## src/rtl/led_pkg.sv

```systemverilog
// Shared mode encoding for the LED pattern controller.
package led_pkg;

    typedef logic [1:0] mode_t;

    localparam mode_t MODE_BLINK  = 2'd0;
    localparam mode_t MODE_CHASE  = 2'd1;
    localparam mode_t MODE_BOUNCE = 2'd2;
    localparam mode_t MODE_COUNT  = 2'd3;

endpackage

```

## src/rtl/step_timer.sv

```systemverilog
// Step-rate timer: a prescaler producing unit ticks, and a unit counter that
// fires step_en once it has counted past the current delay.
module step_timer #(
    parameter int unsigned TICK_BASE = 3_125_000,
    parameter int unsigned DELAY_W   = 4
) (
    input  logic               clk,
    input  logic               reset,
    input  logic               clear,
    input  logic               hold,
    input  logic [DELAY_W-1:0] delay,
    output logic               step_en
);

    localparam int unsigned PRESC_W = (TICK_BASE > 1) ? $clog2(TICK_BASE) : 1;
    localparam logic [PRESC_W-1:0] PRESC_MAX = PRESC_W'(TICK_BASE - 1);

    logic [PRESC_W-1:0] presc_q, presc_d;
    logic [DELAY_W-1:0] unit_q, unit_d;
    logic               unit_tick;

    always_ff @(posedge clk) begin
        if (reset) begin
            presc_q <= '0;
            unit_q  <= '0;
        end else begin
            presc_q <= presc_d;
            unit_q  <= unit_d;
        end
    end

    // >= rather than == so a delay lowered below the running count fires on the next tick
    always_comb begin
        presc_d   = presc_q;
        unit_d    = unit_q;
        unit_tick = 1'b0;
        step_en   = 1'b0;
        if (clear) begin
            presc_d = '0;
            unit_d  = '0;
        end else if (!hold) begin
            if (presc_q == PRESC_MAX) begin
                presc_d   = '0;
                unit_tick = 1'b1;
            end else begin
                presc_d = presc_q + PRESC_W'(1);
            end
            if (unit_tick) begin
                if (unit_q >= delay) begin
                    unit_d  = '0;
                    step_en = 1'b1;
                end else begin
                    unit_d = unit_q + DELAY_W'(1);
                end
            end
        end
    end

endmodule

```

## src/rtl/led_pattern_ctrl.sv

```systemverilog
// Multi-pattern LED driver: blink, chase, bounce and binary count at a
// pulse-adjustable step rate, with pause and mode cycling.
module led_pattern_ctrl
    import led_pkg::*;
#(
    parameter int unsigned N_LED      = 4,
    parameter int unsigned TICK_BASE  = 3_125_000,
    parameter int unsigned DELAY_W    = 4,
    parameter int unsigned DELAY_INIT = 8
) (
    input  logic               clk,
    input  logic               reset,
    input  logic               faster,
    input  logic               slower,
    input  logic               pause,
    input  logic               mode_next,
    output logic [N_LED-1:0]   led,
    output logic [DELAY_W-1:0] delay,
    output logic [1:0]         mode,
    output logic               paused,
    output logic               step
);

    localparam logic [DELAY_W-1:0] DELAY_RST = DELAY_W'(DELAY_INIT);

    logic [N_LED-1:0]   led_q, led_d, bounce_nxt;
    logic [DELAY_W-1:0] delay_q, delay_d;
    mode_t              mode_q, mode_d;
    logic               paused_q, paused_d;
    logic               dir_up_q, dir_up_d;
    logic               step_q, step_d;
    logic               step_en;

    step_timer #(
        .TICK_BASE (TICK_BASE),
        .DELAY_W   (DELAY_W)
    ) u_step_timer (
        .clk     (clk),
        .reset   (reset),
        .clear   (mode_next),
        .hold    (paused_q),
        .delay   (delay_q),
        .step_en (step_en)
    );

    always_ff @(posedge clk) begin
        if (reset) begin
            led_q    <= '1;
            delay_q  <= DELAY_RST;
            mode_q   <= MODE_BLINK;
            paused_q <= 1'b0;
            dir_up_q <= 1'b1;
            step_q   <= 1'b0;
        end else begin
            led_q    <= led_d;
            delay_q  <= delay_d;
            mode_q   <= mode_d;
            paused_q <= paused_d;
            dir_up_q <= dir_up_d;
            step_q   <= step_d;
        end
    end

    always_comb begin
        delay_d    = delay_q;
        mode_d     = mode_q;
        paused_d   = paused_q;
        led_d      = led_q;
        dir_up_d   = dir_up_q;
        step_d     = 1'b0;
        bounce_nxt = led_q;

        if (faster && !slower && (delay_q != '0)) begin
            delay_d = delay_q - DELAY_W'(1);
        end else if (slower && !faster && (delay_q != '1)) begin
            delay_d = delay_q + DELAY_W'(1);
        end

        if (pause) begin
            paused_d = !paused_q;
        end

        // A mode change pre-empts any step due on the same edge
        if (mode_next) begin
            mode_d   = mode_q + 2'd1;
            dir_up_d = 1'b1;
            case (mode_d)
                MODE_BLINK: led_d = '1;
                MODE_COUNT: led_d = '0;
                default:    led_d = N_LED'(1);
            endcase
        end else if (step_en) begin
            step_d = 1'b1;
            case (mode_q)
                MODE_BLINK: led_d = ~led_q;
                MODE_CHASE: led_d = (led_q << 1) | (led_q >> (N_LED - 1));
                MODE_BOUNCE: begin
                    if (N_LED == 1) begin
                        bounce_nxt = led_q;
                    end else if (dir_up_q) begin
                        bounce_nxt = led_q << 1;
                        dir_up_d   = !bounce_nxt[N_LED-1];
                    end else begin
                        bounce_nxt = led_q >> 1;
                        dir_up_d   = bounce_nxt[0];
                    end
                    led_d = bounce_nxt;
                end
                default: led_d = led_q + N_LED'(1);
            endcase
        end
    end

    assign led    = led_q;
    assign delay  = delay_q;
    assign mode   = mode_q;
    assign paused = paused_q;
    assign step   = step_q;

endmodule

```

## config.mk

```make
export PLATFORM = sky130hd
export DESIGN_NAME = led_pattern_ctrl
export DESIGN_NICKNAME = d
export VERILOG_FILES = /design/src/rtl/led_pkg.sv /design/src/rtl/step_timer.sv /design/src/rtl/led_pattern_ctrl.sv
export SDC_FILE = /design/constraint.sdc
export NUM_CORES = 1
export LEC_CHECK = 0
export BUFFER_PORTS_ARGS = -buffer_cell sky130_fd_sc_hd__buf_2
export CORE_MARGIN = 3
export CORE_UTILIZATION = 40
export CTS_BUF_LIST = sky130_fd_sc_hd__clkbuf_16
export DETAILED_ROUTE_END_ITERATION = 8
export PLACE_DENSITY = 0.58
export SETUP_SLACK_MARGIN = 0.5
export SLEW_MARGIN = 20
export SYNTH_ARGS = -nofsm -noshare
export SYNTH_HDL_FRONTEND = slang
export SYNTH_SLANG_ARGS = --single-unit
```

## constraint.sdc

```tcl
create_clock -name clk -period 2.49 [get_ports clk]
set_clock_uncertainty 0.15 [all_clocks]
set_input_delay 0.498 -clock clk [delete_from_list [all_inputs] [get_ports clk]]
set_output_delay 0.498 -clock clk [all_outputs]
set_load 0.02 [all_outputs]
```

# After elaboration in Yosys (flattened, before gate mapping)
# Cells that the tools add are included.
[op_classes]
addsub = 6
bitwise_logic = 3
mux = 18
magnitude_cmp = 1
n_eq_ne = 5
reduce_logical = 16
[op_table]
columns = ["op", "count"]
rows = [
  ["$mux W4", 6],
  ["$add A22 B1 Y22 const B", 1],
  ["$eq A22 B22 Y1 const B", 1],
  ["$mux W22", 1],
  ["$add A4 B1 Y4 const B", 3],
  ["$pmux W4 S3", 1],
  ["$mux W1", 9],
  ["$pmux W4 S2", 1],
  ["$eq A2 B2 Y1 const B", 2],
  ["$ge A4 B4 Y1", 1],
  ["$logic_and A1 B1 Y1", 4],
  ["$logic_not A1 Y1", 4],
  ["$logic_not A2 Y1", 2],
  ["$ne A4 B4 Y1 const B", 1],
  ["$not A4 Y4", 1],
  ["$or A4 B1 Y4", 1],
  ["$reduce_and A2 Y1", 2],
  ["$reduce_bool A2 Y1", 2],
  ["$reduce_bool A4 Y1", 1],
  ["$sub A4 B1 Y4 const B", 1],
  ["$add A2 B1 Y2 const B", 1],
  ["$eq A2 B1 Y1 const B", 1],
  ["$reduce_or A2 Y1", 1],
  ["$not A1 Y1", 1],
]
[word_totals]
reg_bits = 39
out_inout_bits = 12
wordCells = 57
input_bits = 6

# Longest topological paths before layout
# Gate-level depths: netlist of the first run.
[depth]
depth_word = 9
depth_mapped = 9
ltp_nobuf = 9

# Hierarchy
# A second synthesis of the first run with hierarchy kept.
[unflattened]
cells_unflattened = 247
area_unflattened_um2 = 2240.9
[by_module_without_submodules]
columns = ["module", "cells_each", "instances", "area_per_inst_um2", "seq_area_each_um2"]
rows = [
  ["step_timer", 154, 1, 1382.6, 520.5],
  ["led_pattern_ctrl", 93, 1, 858.3, 260.2],
]

# Least setup slack after synthesis of the first run
# No wires, ideal clock.
[synth_timing]
kind = "register to register"
start = "reg delay_q[0] (netlist: delay[0])"
end = "reg delay_q[3] (netlist: delay[3])"
stages_incl_launch_ff = 10
path_buffers = 0
slack_ps = 41
required_time_ps = 2225
setup_time_ps = 115
arrival_time_ps = 2184
period_less_slack_ps = 2449
cell_sequence = "dfxtp_1 > or4_1 > nand3b_1 > inv_1 > ha_1 > a21o_1 > a21oi_1 > mux2i_1 > xnor2_1 > nand2_1"
[synth_between]
elab_chain_len = 3
elab_cells_between_ends = 9
classes_between = "add/sub: 2; eq/ne: 1; mux: 2; reduce/logical: 4"
[synth_lines]
columns = ["element", "line_no", "text"]
rows = [
  ["start, declared", "led_pattern_ctrl.sv:27", "logic [DELAY_W-1:0] delay_q, delay_d;"],
  ["start signal, assigned", "led_pattern_ctrl.sv:56", "delay_q <= delay_d;"],
  ["$add A4 B1 Y4 (tied with other cells)", "led_pattern_ctrl.sv:76", "delay_d = delay_q + DELAY_W'(1);"],
  ["$mux W4 (tied with other cells)", "led_pattern_ctrl.sv:75", "end else if (slower && !faster && (delay_q != '1)) begin"],
  ["$mux W4 or $reduce_bool A2 Y1 (tied branches)", "n/a", ""],
]
# Parallel ways exist; a longest one is shown, timed or not. The select of a mux whose other input is x is not followed.
# A chain may end at the register's enable or synchronous reset.

# Worst setup path after layout of the first run
[layout_timing]
start = "reg delay_q[1] (netlist: delay[1])"
end = "reg delay_q[3] (netlist: delay[3])"
# Same word-level chain as after synthesis.

==> results by stage, run 1 <==
Routing:
- The DRC violation count after routing is 0.
- The routed via count divided by cell count is 5.19.
- The first-pass detailed-route iteration total is 4.
- In the final routed layout, each cell accounts on average for 13.8 um.
- For this block, the via count after detailed routing is 1879.
- In this run the remaining antenna-violating nets after routing total 0.
- The DRC violation total after the first TritonRoute iteration is 75.
- The wire length reported by the detailed router is 5010 um.

Placed design:
- The number of placed instances, taps included is 342.
- OpenSTA, run right after detailed placement, puts the worst setup slack at 208 ps.
- The total half-perimeter wirelength after legalization and detailed placement is 3190 um.
- The count of input and output buffers is 17.
- The weighted congestion at the end of routability-driven global placement is 0.805.

Logic synthesis:
- Yosys printed 0 warnings.
- The proportion of register bits with asynchronous set or reset after synthesis is 0%.
- The post-synthesis instance total is 261.
- The main flop type after synthesis is sky130_fd_sc_hd__dfxtp_1.
- The number of enable-type register cells in the synthesized netlist is 0.
- In this run the mean area of a mapped cell was 8.29 sq um.
- The number of flip-flops and latches in the synthesized netlist is 39.
- The synthesized netlist contains 45 unique library cells.
- The total standard cell area after synthesis is 0.00216 sq mm.
- The number of nets in the synthesized netlist is 282.
- The sequential share of the synthesized area is 36.1%.

Timing:
- The worst hold margin is 314 ps.
- For the pin with the worst max-slew slack, the measured transition is 382 ps.
- The final count of negative-setup-slack endpoints is 0.
- The minimum clock period is 2270 ps.
- For the final routed database, the setup TNS stands at 0 ps.
- Setup repair after global routing could not meet its margin everywhere.
- The final count of pins violating max slew is 0.
- The worst pin sits at a relative slew slack of 74.4%.
- The final hold violation count is 0.
- The highest achievable clock rate is 441 MHz.
- The final worst setup slack is 221 ps.
- The share of the clock period used by the worst path after layout is 91.1%.

Status:
- The flow ran to the end, and the final reports show no timing, DRC or antenna violations.

Clocking:
- The clock-pin transition on the worst setup and hold timing paths is 60 ps.
- The clock sink count is 39.
- The later pin in the worst-skew pair is clocked with a latency of 280 ps.
- The maximum clock insertion buffer count is 2.
- TritonCTS built the clock tree.
- Buffers inserted to repair hold after CTS numbered 0.
- The tree is rooted in a sky130_fd_sc_hd__clkbuf_16.
- The CTS buffer count is 5.
- The H-tree depth is 2.

Layout:
- The net count of the finished layout is 312.
- The diode insertion count for antenna repair is 0.
- The combined flip-flop and latch cell area is 806 sq um.
- In the final layout, the multi-input gates occupy 0.00147 sq mm.
- Of the cells placed in the final design, the portion with a size suffix greater than 1 is 27.1%.
- The count of cells in the finished layout, fillers not included, comes to 362.
- Relative to the synthesized area, the layout overhead comes to 30.9%.
- The number of filler instances in the final layout is 461.

Worst setup path:
- The critical path data required time is 2510 ps.
- Traced cell by cell, the critical path runs through or4_1 > nand3b_1 > inv_1 > ha_1 > a21o_1 > a21oi_2 > mux2i_1 > xnor2_1 > nand2_1.
- The type of the worst setup path is flip-flop to flip-flop.
- The worst setup path is captured at a flip-flop.
- Data arrives at the worst endpoint at 2290 ps.
- The largest stage delay on the critical path is 510 ps.
- On the critical path, the stage with the largest delay is an instance of sky130_fd_sc_hd__or4_1.
- The startpoint class of the critical path is a flip-flop.
- Along the worst path, the maximum fanout reaches 2.

Flow run:
- Max-cap violations in this run came to 0.

Global route:
- The initial antenna violation count is 0.
- Global routing finished with a remaining overflow of 0.
- The via count of the first global-routing pass is 1734.
- Entering global routing, the biggest net connects 23 pins.
- The first global-routing pass estimated 7960 um of wire.
- The total global-route track usage is 15.8%.

Power:
- For this design the ratio of total power to cell area is 582 mW/mm^2.
- The leakage power is 1.11 nW.
- The maximum vdd drop is 0.395 mV.
- Summing internal, switching and leakage power gives 1.65 mW.

Floorplanning:
- For this design the top-level I/O count stands at 18.
- The total core area is 0.00517 sq mm.
- The die width is 79.6 um.
- The overall die area is 0.00633 sq mm.
- The initialized floorplan defines 26 standard-cell rows.
- Once the floorplan was initialized, standard cells occupied 41.8% of the core.
- The die height is 79.6 um.

Hold path:
- The worst min-delay path class is input port to flip-flop.
==> per-stage QoR <==
stage               cell area (sq um)  util (%)
floorplan                        2180         -
global route                     2830      54.8
detailed placement               2350      45.4
CTS                              2620      50.6
finish                           2830      54.8
global placement                 2350      45.4
==> where the power goes <==
group / internal, mW / switching [mW]
clock: 0.467 / 0.239
combinational: 0.120 / 0.149
sequential: 0.645 / 0.0286
==> cells by family after synthesis <==
group | after synthesis | synth area share (%)
AOI/OAI and AO/OA | 35 | 10.2
xor gates and xnor gates | 27 | 10.9
adders and majority gates | 15 | 9.02
buffers and inverters | 26 | 4.80
DFF | 39 | 36.1
muxes | 3 | 1.39
and+or+nand+nor | 116 | 27.6
==> layout by cell type, fill, tap and decap left out, drive strengths merged, types with 2 or more instances in the layout <==
| master | count |
|---|---|
| nor4 | 4 |
| a21o | 2 |
| clkinv | 2 |
| mux2i | 3 |
| nor3 | 6 |
| a221oi | 2 |
| clkbuf | 6 |
| nor2 | 36 |
| nor2b | 4 |
| a211oi | 2 |
| nand4b | 2 |
| buf | 34 |
| nand2 | 22 |
| nor4b | 4 |
| a21oi | 10 |
| ha | 14 |
| o21ai | 8 |
| nand3b | 3 |
| xnor2 | 13 |
| nand4 | 10 |
| inv | 13 |
| nand3 | 13 |
| or3 | 2 |
| a211o | 2 |
| or4 | 2 |
| dfxtp | 39 |
| xor2 | 14 |
| a31oi | 3 |
| and4 | 2 |
| nor3b | 2 |
==> Yosys cell counts, types with 2 or more instances <==
| cell type | count | area share [%] |
|---|---|---|
| sky130_fd_sc_hd__dfxtp_1 | 39 | 36 |
| sky130_fd_sc_hd__nor2_1 | 36 | 6.2 |
| sky130_fd_sc_hd__nand2_1 | 22 | 3.8 |
| sky130_fd_sc_hd__ha_1 | 14 | 8.1 |
| sky130_fd_sc_hd__xor2_1 | 14 | 5.7 |
| sky130_fd_sc_hd__inv_1 | 13 | 2.3 |
| sky130_fd_sc_hd__nand3_1 | 13 | 3.0 |
| sky130_fd_sc_hd__xnor2_1 | 13 | 5.3 |
| sky130_fd_sc_hd__a21oi_1 | 10 | 2.3 |
| sky130_fd_sc_hd__nand4_1 | 10 | 2.9 |
| sky130_fd_sc_hd__clkbuf_1 | 7 | 1.2 |
| sky130_fd_sc_hd__o21ai_0 | 7 | 1.6 |
| sky130_fd_sc_hd__nor3_1 | 6 | 1.4 |
| sky130_fd_sc_hd__buf_2 | 5 | 1.2 |
| sky130_fd_sc_hd__nor2b_1 | 4 | 1.2 |
| sky130_fd_sc_hd__a31oi_1 | 3 | 0.87 |
| sky130_fd_sc_hd__mux2i_1 | 3 | 1.4 |
| sky130_fd_sc_hd__nand3b_1 | 3 | 1.0 |
| sky130_fd_sc_hd__nor4_1 | 3 | 0.87 |
| sky130_fd_sc_hd__nor4b_1 | 3 | 1.2 |
| sky130_fd_sc_hd__a211oi_1 | 2 | 0.69 |
| sky130_fd_sc_hd__a21o_1 | 2 | 0.69 |
| sky130_fd_sc_hd__a221oi_1 | 2 | 0.81 |
| sky130_fd_sc_hd__and4_1 | 2 | 0.81 |
| sky130_fd_sc_hd__nand4b_1 | 2 | 0.81 |
| sky130_fd_sc_hd__nor3b_1 | 2 | 0.69 |
| sky130_fd_sc_hd__or3_1 | 2 | 0.58 |
| sky130_fd_sc_hd__or4_1 | 2 | 0.69 |
==> registers in the layout, indices dropped and copies added (netlist names) <==
signal / count
step: 1
u_step_timer.unit_q: 4
mode: 2
delay: 4
u_step_timer.presc_q: 22
dir_up_q: 1
led: 4
paused: 1
==> layer usage <==
| metal | vias up | track usage (%) | routed length, um | part of all wire (%) |
|---|---|---|---|---|
| li1 | 973 | - | - | - |
| met1 | 867 | 20.8 | 2480 | 49 |
| met2 | 30 | 24.6 | 2280 | 45 |
| met3 | 9 | 3.05 | 159 | 3.2 |
| met4 | 0 | 7.39 | 93 | 1.9 |
| met5 | - | 0 | 0 | 0 |
==> critical path, delay by kind of cell, from the launching register on <==
kind	cells	cell delay, ps
flops	1	340
mux	1	220
simple gates	3	690
compound gates	2	290
fa+ha+maj	1	270
xor+xnor	1	130
buf+inv	1	60
==> area by class of cell <==
| type | count | share of cell area, % |
|---|---|---|
| Clock buffer | 5 | 4.42 |
| Clock inverter | 3 | 1.37 |
| Timing Repair Buffer | 35 | 9.23 |
| Multi-Input combinational cell | 197 | 51.7 |
| Tap cell | 70 | 3.09 |
| Sequential cell | 39 | 28.4 |
| Inverter | 13 | 1.72 |
==> timing repair <==
action / 4_1_cts / 5_1_grt
setup buffers: 5 / 5
endpoints found under the setup margin: 9 / 33
pin swaps: 8 / 18
cloned: 0 / 2
resized for setup: 18 / 31
endpoints found under the hold margin: 0 / 0
==> final timing paths <==
kind                               start                     end  slack, ps  cells after the start
setup / recovery                delay[1]                delay[3]        220                      9
hold / removal                     pause                  paused        310                      3
setup reg to reg                delay[1]                delay[3]        220                      9
hold reg to reg   u_step_timer.unit_q[0]  u_step_timer.unit_q[0]        350                      2
Power figures use the tool's default switching activity.
==> run 2, diff against run 1 <==
--- a/config.mk
+++ b/config.mk
@@ -11,6 +11,7 @@
 export CTS_BUF_LIST = sky130_fd_sc_hd__clkbuf_16
 export DETAILED_ROUTE_END_ITERATION = 8
 export PLACE_DENSITY = 0.58
+export RECOVER_POWER = 25
 export SETUP_SLACK_MARGIN = 0.5
 export SLEW_MARGIN = 20
 export SYNTH_ARGS = -nofsm -noshare
==> results by stage, run 2 (synthesis gave the netlist of run 1 again) <==
Layout:
- The number of flip-flops under the largest register name is 22.
- More flip-flops sit in one register than any other, and that register is u_step_timer.presc_q.
- Summing all flip-flop and latch instances after layout gives 806 sq um.
- The combined area of the multi-input logic cells is 0.00147 sq mm.
- Of the cells placed in the final design, the portion with a size suffix greater than 1 is 23.6%.
- The post-layout net count is 312.
- The leading cell type in the layout, fill and taps excluded is sky130_fd_sc_hd__nor2_1.
- The filler cells instantiated in the layout total 466.
- The diode insertion count for antenna repair is 0.
- The area growth from synthesis to layout is 30.3%.
- In the layout the commonest cells are 35 x sky130_fd_sc_hd__nor2_1, 27 x sky130_fd_sc_hd__dfxtp_1, 20 x sky130_fd_sc_hd__nand2_1.

Clocking:
- The latest clock arrival within the worst-skew pair is 280 ps.
- The H-tree depth is 2.
- The cts-stage hold buffer count is 0.
- The longest clock path from root to sink contains 2 buffers.
- Clock tree synthesis inserted a total of 5 buffers.
- Clock-pin slew was measured on the worst setup and hold paths at 60 ps.
- The cell chosen for the clock root is sky130_fd_sc_hd__clkbuf_16.
- The clock drives 39 sinks.
- TritonCTS built the clock tree.

Power:
- The worst-case IR drop observed on VDD is 0.395 mV.
- The logic gate share of total power is 16.2%.
- Summed over all nets, the switching power comes to 414 uW.
- The sequential power share is 41.0%.
- Dividing total power by cell area gives a power density of 582 mW/mm^2.
- The clock network accounts for 42.8% of the total power.
- The sum of internal, switching and leakage power is 1.64 mW.
- The leakage power is 1.07 nW.
- Cell internal power was estimated by the tool at 1.23 mW.
- Of the total power, the share spent switching nets is 25.2%.

Placed design:
- The congestion estimate from routability-driven global placement came to 0.805.
- The total half-perimeter wirelength after legalization and detailed placement is 3190 um.
- The count of input and output buffers is 17.

Timing:
- The clock period could shrink to 2280 ps.
- The final hold violation count is 0.
- The highest achievable clock rate is 439 MHz.
- On the final layout, the worst hold slack is 314 ps.
- Measured against its own limit, the worst slew margin works out to 74.0%.
- For the final routed database, the setup TNS stands at 0 ps.
- The share of the clock period used by the worst path after layout is 91.4%.
- For the pin with the worst max-slew slack, the measured transition is 387 ps.
- The final count of pins violating max slew is 0.
- Setup repair after global routing could not meet its margin everywhere.
- Setup violations remaining at the end of the flow were counted as 0.

Routing:
- The DRC violation count after routing is 0.
- The first routing iteration left 95 violations.
- For this block, the via count after detailed routing is 1892.
- The count of nets left with antenna violations once routing finished came out at 0.
- After detailed routing, the average wire length per cell comes to 13.8 um.
- In the routed layout, each cell is associated on average with a via count of 5.23.
- For this run, the detailed router's first-pass iteration total came to 4.
- For this block, the routed nets add up to 5000 um of wire.

Worst setup path:
- The reg-to-reg critical path endpoint is delay[3].
- Of all nets on the critical path, the largest fanout is 2.
- The largest stage delay on the critical path is 510 ps.
- Counting both buffers and inverters, the worst setup path holds a total of 1.
- The worst setup path is captured at a flip-flop.
- Data arrives at the worst endpoint at 2300 ps.
- The startpoint of the most critical register-to-register path is delay[1].
- The cell family contributing the most delay on the critical path is simple AND/OR/NAND/NOR gates.
- Measured in cells, the most critical reg-to-reg path has a length of 9.
- The register-to-register setup slack is 210 ps.
- The largest individual stage delay along the critical path comes from the cell sky130_fd_sc_hd__or4_1.
- STA classifies the critical path startpoint as a flip-flop.
- At the worst endpoint, the required time is 2510 ps.
- Walking the worst path, the cells encountered are or4_1 > nand3b_1 > inv_1 > ha_1 > a21o_1 > a21oi_2 > mux2i_1 > xnor2_1 > nand2_1.
- The type of the worst setup path is flip-flop to flip-flop.

Global route:
- The wire length of the first global-routing pass is 7960 um.
- The initial antenna violation count is 0.
- The via count of the first global-routing pass came to 1734.
- The global-route congestion overflow total is 0.
- Entering global routing, the biggest net connects 23 pins.
- The total global-route track usage is 15.8%.

Flow run:
- Across the run, the number of max-cap violations was 0.

Floorplanning:
- The initial cell density of the core is 41.8%.
- The total core area is 0.00517 sq mm.
- Measured along the x axis, the die boundary spans 79.6 um.
- Row generation in the floorplan step produced 26 rows.
- The overall die area is 0.00633 sq mm.
- The number of I/O pins is 18.
- Measured along the y axis, the die boundary spans 79.6 um.

Hold path:
- The worst hold path depth is 3.
- The source of the worst hold timing path is pause.
- The hold path endpoint is paused.
- The worst min-delay path class is input port to flip-flop.

Status:
- The flow ran to the end, and the final reports show no timing, DRC or antenna violations.
==> run 2: cell count changes in the layout (fill, tap and decap cells not counted), sizes merged <==
cell,previous run,this run
clkbuf,6,16
buf,34,24
==> run 2: final cells by class <==
cell class	instances	share of cell area, %
clock buffers	5	4.43
clock inverters	3	1.37
inverters	13	1.73
multi-input cells	197	52.0
flip-flops and latches	39	28.6
well taps	70	3.10
repair buffers	35	8.82
==> run 2: repair_timing <==
| item | CTS | global route |
|---|---|---|
| cloned | 0 | 2 |
| pin swaps | 8 | 18 |
| gates resized for setup | 18 | 31 |
| buffers inserted | 5 | 5 |
| endpoints found under the setup margin | 9 | 33 |
==> run 2: per-layer routing <==
layer  vias to the layer above  track usage [%]  wire length (um)
met5                         -                0                 0
met4                         0             7.39               108
met3                        11             3.05               205
met2                        39             24.6              2270
met1                       869             20.8              2420
li1                        973                -                 -
==> run 2: worst max-delay path by stage <==
stage | cells past startpoint | end | slack [ps] | startpoint
2_1_floorplan | 9 | delay[3] | 170 | delay[1]
3_3_place_gp | 9 | delay[3] | 250 | delay[1]
3_5_place_dp | 9 | delay[3] | 210 | delay[1]
4_1_cts | 9 | delay[3] | 210 | delay[1]
5_1_grt | 9 | delay[3] | 120 | delay[1]
6_report | 9 | delay[3] | 210 | delay[1]
==> run 2: through the flow <==
stage | setup WS [ps] | instance area, sq um | util, % | instances
2_1_floorplan | 172 | 2180 | - | 261
3_3_place_gp | 247 | 2350 | 45.4 | 342
3_5_place_dp | 208 | 2350 | 45.4 | 342
4_1_cts | 207 | 2620 | 50.6 | 355
5_1_grt | 120 | 2820 | 54.5 | 362
6_report | 214 | 2820 | 54.5 | 362
==> run 2: power groups by stage <==
| stage | clock network [mW] | registers [mW] | logic (mW) |
|---|---|---|---|
| after floorplan | 0 | 0.706 | 0.139 |
| after global placement | 0 | 0.693 | 0.203 |
| after detailed placement | 0 | 0.694 | 0.205 |
| after CTS | 0.717 | 0.674 | 0.231 |
| after global routing | 0.754 | 0.678 | 0.292 |
| final | 0.703 | 0.674 | 0.266 |
==> run 2: tightest hold or removal path: stages <==
cell	delay [ps]
sky130_fd_sc_hd__buf_2	80
sky130_fd_sc_hd__xnor2_1	50
sky130_fd_sc_hd__nor2_1	70
==> run 3, diff against run 2 <==
--- a/config.mk
+++ b/config.mk
@@ -5,12 +5,13 @@
 export SDC_FILE = /design/constraint.sdc
 export NUM_CORES = 1
 export LEC_CHECK = 0
+export ABC_AREA = 1
 export BUFFER_PORTS_ARGS = -buffer_cell sky130_fd_sc_hd__buf_2
 export CORE_MARGIN = 3
-export CORE_UTILIZATION = 40
+export CORE_UTILIZATION = 50
 export CTS_BUF_LIST = sky130_fd_sc_hd__clkbuf_16
 export DETAILED_ROUTE_END_ITERATION = 8
-export PLACE_DENSITY = 0.58
+export PLACE_DENSITY = 0.7
 export RECOVER_POWER = 25
 export SETUP_SLACK_MARGIN = 0.5
 export SLEW_MARGIN = 20
==> results by stage, run 3 <==
Status:
- The flow ran to the end, and the final reports show no timing, DRC or antenna violations.

Power:
- Of the total power, the clock network draws 40.3%.
- The ratio of total power to cell area is 557 mW/mm^2.
- Summed over all nets, the switching power comes to 396 uW.
- The internal power consumption is 1.08 mW.
- Net switching is 26.8% of the power.
- The leakage power is 1.12 nW.
- The sequential power share is 45.9%.
- The logic gate share of total power is 13.8%.
- IR analysis of the VDD net gives a maximum drop of 0.349 mV.

Logic synthesis:
- Counting every net in the synthesized netlist gives 346.
- Yosys printed 0 warnings.
- Counting flops and latches in the post-synthesis netlist gives 39.
- In the post-synthesis netlist, the biggest area contributors are sky130_fd_sc_hd__dfxtp_1 33%, sky130_fd_sc_hd__nand2_1 9.9%, sky130_fd_sc_hd__ha_1 7.4%.
- Yosys mapped a number of flops with a built-in enable equal to 0.
- The number of unique standard cell types used by synthesis is 33.
- By count the netlist is led by 62 x sky130_fd_sc_hd__nand2_1, 43 x sky130_fd_sc_hd__nor2_1, 40 x sky130_fd_sc_hd__inv_1.
- After synthesis the cells add up to 0.00236 sq mm.
- Among all cell types in the netlist, the one instantiated most often is sky130_fd_sc_hd__nand2_1.
- Summed over its instances, the top area cell type makes up 33.1% of the synthesized netlist area.
- For this run, the leading register cell type out of synthesis is sky130_fd_sc_hd__dfxtp_1.
- After synthesis, the share of flip-flops with an asynchronous set or reset is 0%.
- In this run the mean area of a mapped cell was 7.25 sq um.
- The largest area contributor in the netlist is sky130_fd_sc_hd__dfxtp_1.
- The post-synthesis instance total is 325.
- Sequential cells were found to cover 33.1% of the synthesized design area.

Flow run:
- Max-cap violations in this run came to 0.

Layout:
- Leaving out fill and tap cells, the most frequent cell in the layout is sky130_fd_sc_hd__nand2_1.
- The register with the most flip-flops in the layout has 22 of them.
- The area growth from synthesis to layout is 12.2%.
- Of the cells placed in the final design, the portion with a size suffix greater than 1 is 15.6%.
- The most flop-heavy register is u_step_timer.presc_q.
- In the layout the commonest cells are 62 x sky130_fd_sc_hd__nand2_1, 44 x sky130_fd_sc_hd__nor2_1, 40 x sky130_fd_sc_hd__inv_1.
- The finished cells cover 0.00264 sq mm.
- The number of antenna diodes in the final layout is 0.
- The number of filler instances in the final layout is 425.
- The net count of the finished layout is 367.

Worst setup path:
- The slowest stage cell on the critical path is sky130_fd_sc_hd__dfxtp_1.
- The type of the worst setup path is flip-flop to flip-flop.
- The kind of end point of the critical path is a flip-flop.
- For flop-to-flop paths, the worst setup slack is 610 ps.
- The critical path goes through inv_2 > nand4_1 > nand2_1 > inv_1 > ha_4 > a21oi_2 > nand2_1 > nand2_1 > nand2_1 > a21oi_1 > o21ai_0.
- The arrival time of the worst setup path is 1890 ps.
- The critical path data required time is 2500 ps.
- The startpoint of the most critical register-to-register path is delay[1].
- Measured in cells, the most critical reg-to-reg path has a length of 11.
- Together, buffers and inverters on the worst path number 2.
- The startpoint class of the critical path is a flip-flop.
- The reg-to-reg critical path endpoint is delay[3].
- Of all nets on the critical path, the largest fanout is 5.
- The largest delay contributor family on the critical path is simple AND/OR/NAND/NOR gates.
- The largest stage delay on the critical path is 400 ps.
- In this design, the critical path's most frequently occurring cell is sky130_fd_sc_hd__nand2_1.

Global route:
- The wire length of the first global-routing pass is 7820 um.
- For this run, the total global-route usage over all layers was measured as 17.7%.
- The initial antenna violation count is 0.
- The global-route congestion overflow total is 0.
- The maximum number of pins on one net before global-route repair is 12.
- The via count of the first global-routing pass is 1801.

Routing:
- The via count is 2046.
- The count of nets left with antenna violations once routing finished came out at 0.
- The DRC violation total after the first TritonRoute iteration is 94.
- Dividing the detail-routed wire length by the instance count gives 11.6 um.
- The routed design has 4620 um of wire.
- Dividing the detail-routed via count by the number of cells gives 5.13.
- For this run, design rule violations remaining after detail routing come to 0.
- The first detailed-routing pass took 4 iterations.

Clocking:
- The CTS tree is yes.
- The latest clock arrival within the worst-skew pair is 280 ps.
- The CTS buffer count is 5.
- Clock tree synthesis found a total of 39 sinks.
- The cell chosen for the clock root is sky130_fd_sc_hd__clkbuf_16.
- The maximum clock insertion buffer count is 2.
- The clock-pin transition on the worst setup and hold timing paths is 50 ps.
- The H-tree depth is 2.

Timing:
- Setup repair after global routing left no endpoint under its margin.
- Adding up every negative setup slack in the final design gives 0 ps.
- The final count of pins violating max slew is 0.
- The minimum clock period is 1880 ps.
- The share of the clock period used by the worst path after layout is 75.3%.
- The final hold violation count is 0.
- The relative max-transition margin is 70.6%.
- For the pin with the worst max-slew slack, the measured transition is 442 ps.
- Derived from the worst setup path, the maximum achievable clock frequency is 533 MHz.
- The final count of negative-setup-slack endpoints is 0.

Floorplanning:
- The floorplan step defined a die boundary enclosing 0.00557 sq mm.
- For this design the top-level I/O count stands at 18.
- The initial utilization of the core area, before any placement, comes to 53.0%.
- The floorplan step set the die height to 74.7 um.
- The total core area is 0.00444 sq mm.
- The floorplan has 24 rows.
- The die is 74.7 um wide.

Hold path:
- The worst hold path begins at dir_up_q.
- The worst min-delay path class is flip-flop to flip-flop.
- The path with the worst hold slack has its endpoint at dir_up_q.
- The worst hold path depth is 2.

Placed design:
- The weighted congestion at the end of routability-driven global placement is 0.868.
- The total half-perimeter wirelength after legalization and detailed placement is 3440 um.
- Port buffering added 17 buffers.
- Summing all placed instances gives a cell area of 0.00248 sq mm.
==> run 3: cell count changes in the layout (fill, tap and decap cells not counted), moves of 8 or more <==
cell / before / now
sky130_fd_sc_hd__buf_4: 13 / 0
sky130_fd_sc_hd__nor2_4: 0 / 9
sky130_fd_sc_hd__o21ai_0: 5 / 14
sky130_fd_sc_hd__a21oi_1: 9 / 18
sky130_fd_sc_hd__xnor2_1: 13 / 5
sky130_fd_sc_hd__nor2_1: 35 / 44
sky130_fd_sc_hd__nand2_1: 20 / 62
sky130_fd_sc_hd__inv_1: 13 / 40
sky130_fd_sc_hd__dfxtp_1: 27 / 37
==> run 3: layout make-up <==
cell class	instances	area (sq um)	area share [%]
sequential	39	783	29.6
tap	52	65.1	2.46
multi-input combinational	239	1420	53.5
inverter	44	165	6.25
clock inverter	3	11.3	0.426
timing repair buffer	17	78.8	2.98
clock buffer	5	125	4.73
==> run 3: logic make-up after synthesis <==
group           after synthesis  share of synthesized area, %
flops                        39                          33.1
compound gates               42                          9.55
xor+xnor                     13                          4.83
simple gates                169                          36.2
buf+inv                      47                          8.01
fa+ha+maj                    15                          8.28
==> run 3: worst reg2reg max path, stage by stage (launching register included) <==
cell and delay, ps:
sky130_fd_sc_hd__dfxtp_1 400, sky130_fd_sc_hd__inv_2 80, sky130_fd_sc_hd__nand4_1 100, sky130_fd_sc_hd__nand2_1 130, sky130_fd_sc_hd__inv_1 140, sky130_fd_sc_hd__ha_4 220, sky130_fd_sc_hd__a21oi_2 170, sky130_fd_sc_hd__nand2_1 60
sky130_fd_sc_hd__nand2_1 60, sky130_fd_sc_hd__nand2_1 60, sky130_fd_sc_hd__a21oi_1 110, sky130_fd_sc_hd__o21ai_0 90
==> run 3: worst max-delay path by stage <==
stage,startpoint,endpoint,slack [ps],cells past startpoint
floorplan,delay[0],delay[3],560,11
global placement,faster,delay[3],490,12
detailed placement,faster,delay[3],400,12
CTS,delay[1],u_step_timer.unit_q[0],510,11
global route,u_step_timer.presc_q[0],u_step_timer.presc_q[18],440,10
finish,delay[1],delay[3],610,11
==> run 3: layer usage <==
| layer | GRT usage, % | up-vias | part of all wire, % |
|---|---|---|---|
| met4 | 5.73 | 0 | 1.3 |
| met3 | 3.60 | 6 | 4.2 |
| met5 | 0 | - | 0 |
| li1 | - | 1093 | - |
| met1 | 25.2 | 907 | 50 |
| met2 | 26.9 | 40 | 44 |
==> run 3: power by group through the flow <==
stage          Combinational, mW  Sequential [mW]  Clock (mW)
6_report                   0.204            0.676       0.594
5_1_grt                    0.228            0.680       0.640
4_1_cts                    0.198            0.674       0.611
3_5_place_dp               0.194            0.687           0
3_3_place_gp               0.190            0.689           0
2_1_floorplan              0.131            0.701           0
==> run 3: what timing repair did <==
action / in CTS / in global routing
gates resized for setup: 1 / 10
hold buffers: 0 / 0
buffers inserted: 0 / 0
setup endpoints to repair: 1 / 16
pin swaps: 0 / 1
==> run 3: per-stage QoR <==
step | worst slack (ps) | hold slack (ps) | instances | total power [mW] | util (%)
global placement | 486 | 298 | 391 | 0.878 | 55.9
finish | 615 | 317 | 399 | 1.47 | 59.5
global route | 443 | 330 | 399 | 1.55 | 59.5
CTS | 514 | 318 | 399 | 1.48 | 59.0
floorplan | 558 | 279 | 325 | 0.832 | -
detailed placement | 400 | 300 | 391 | 0.882 | 55.9
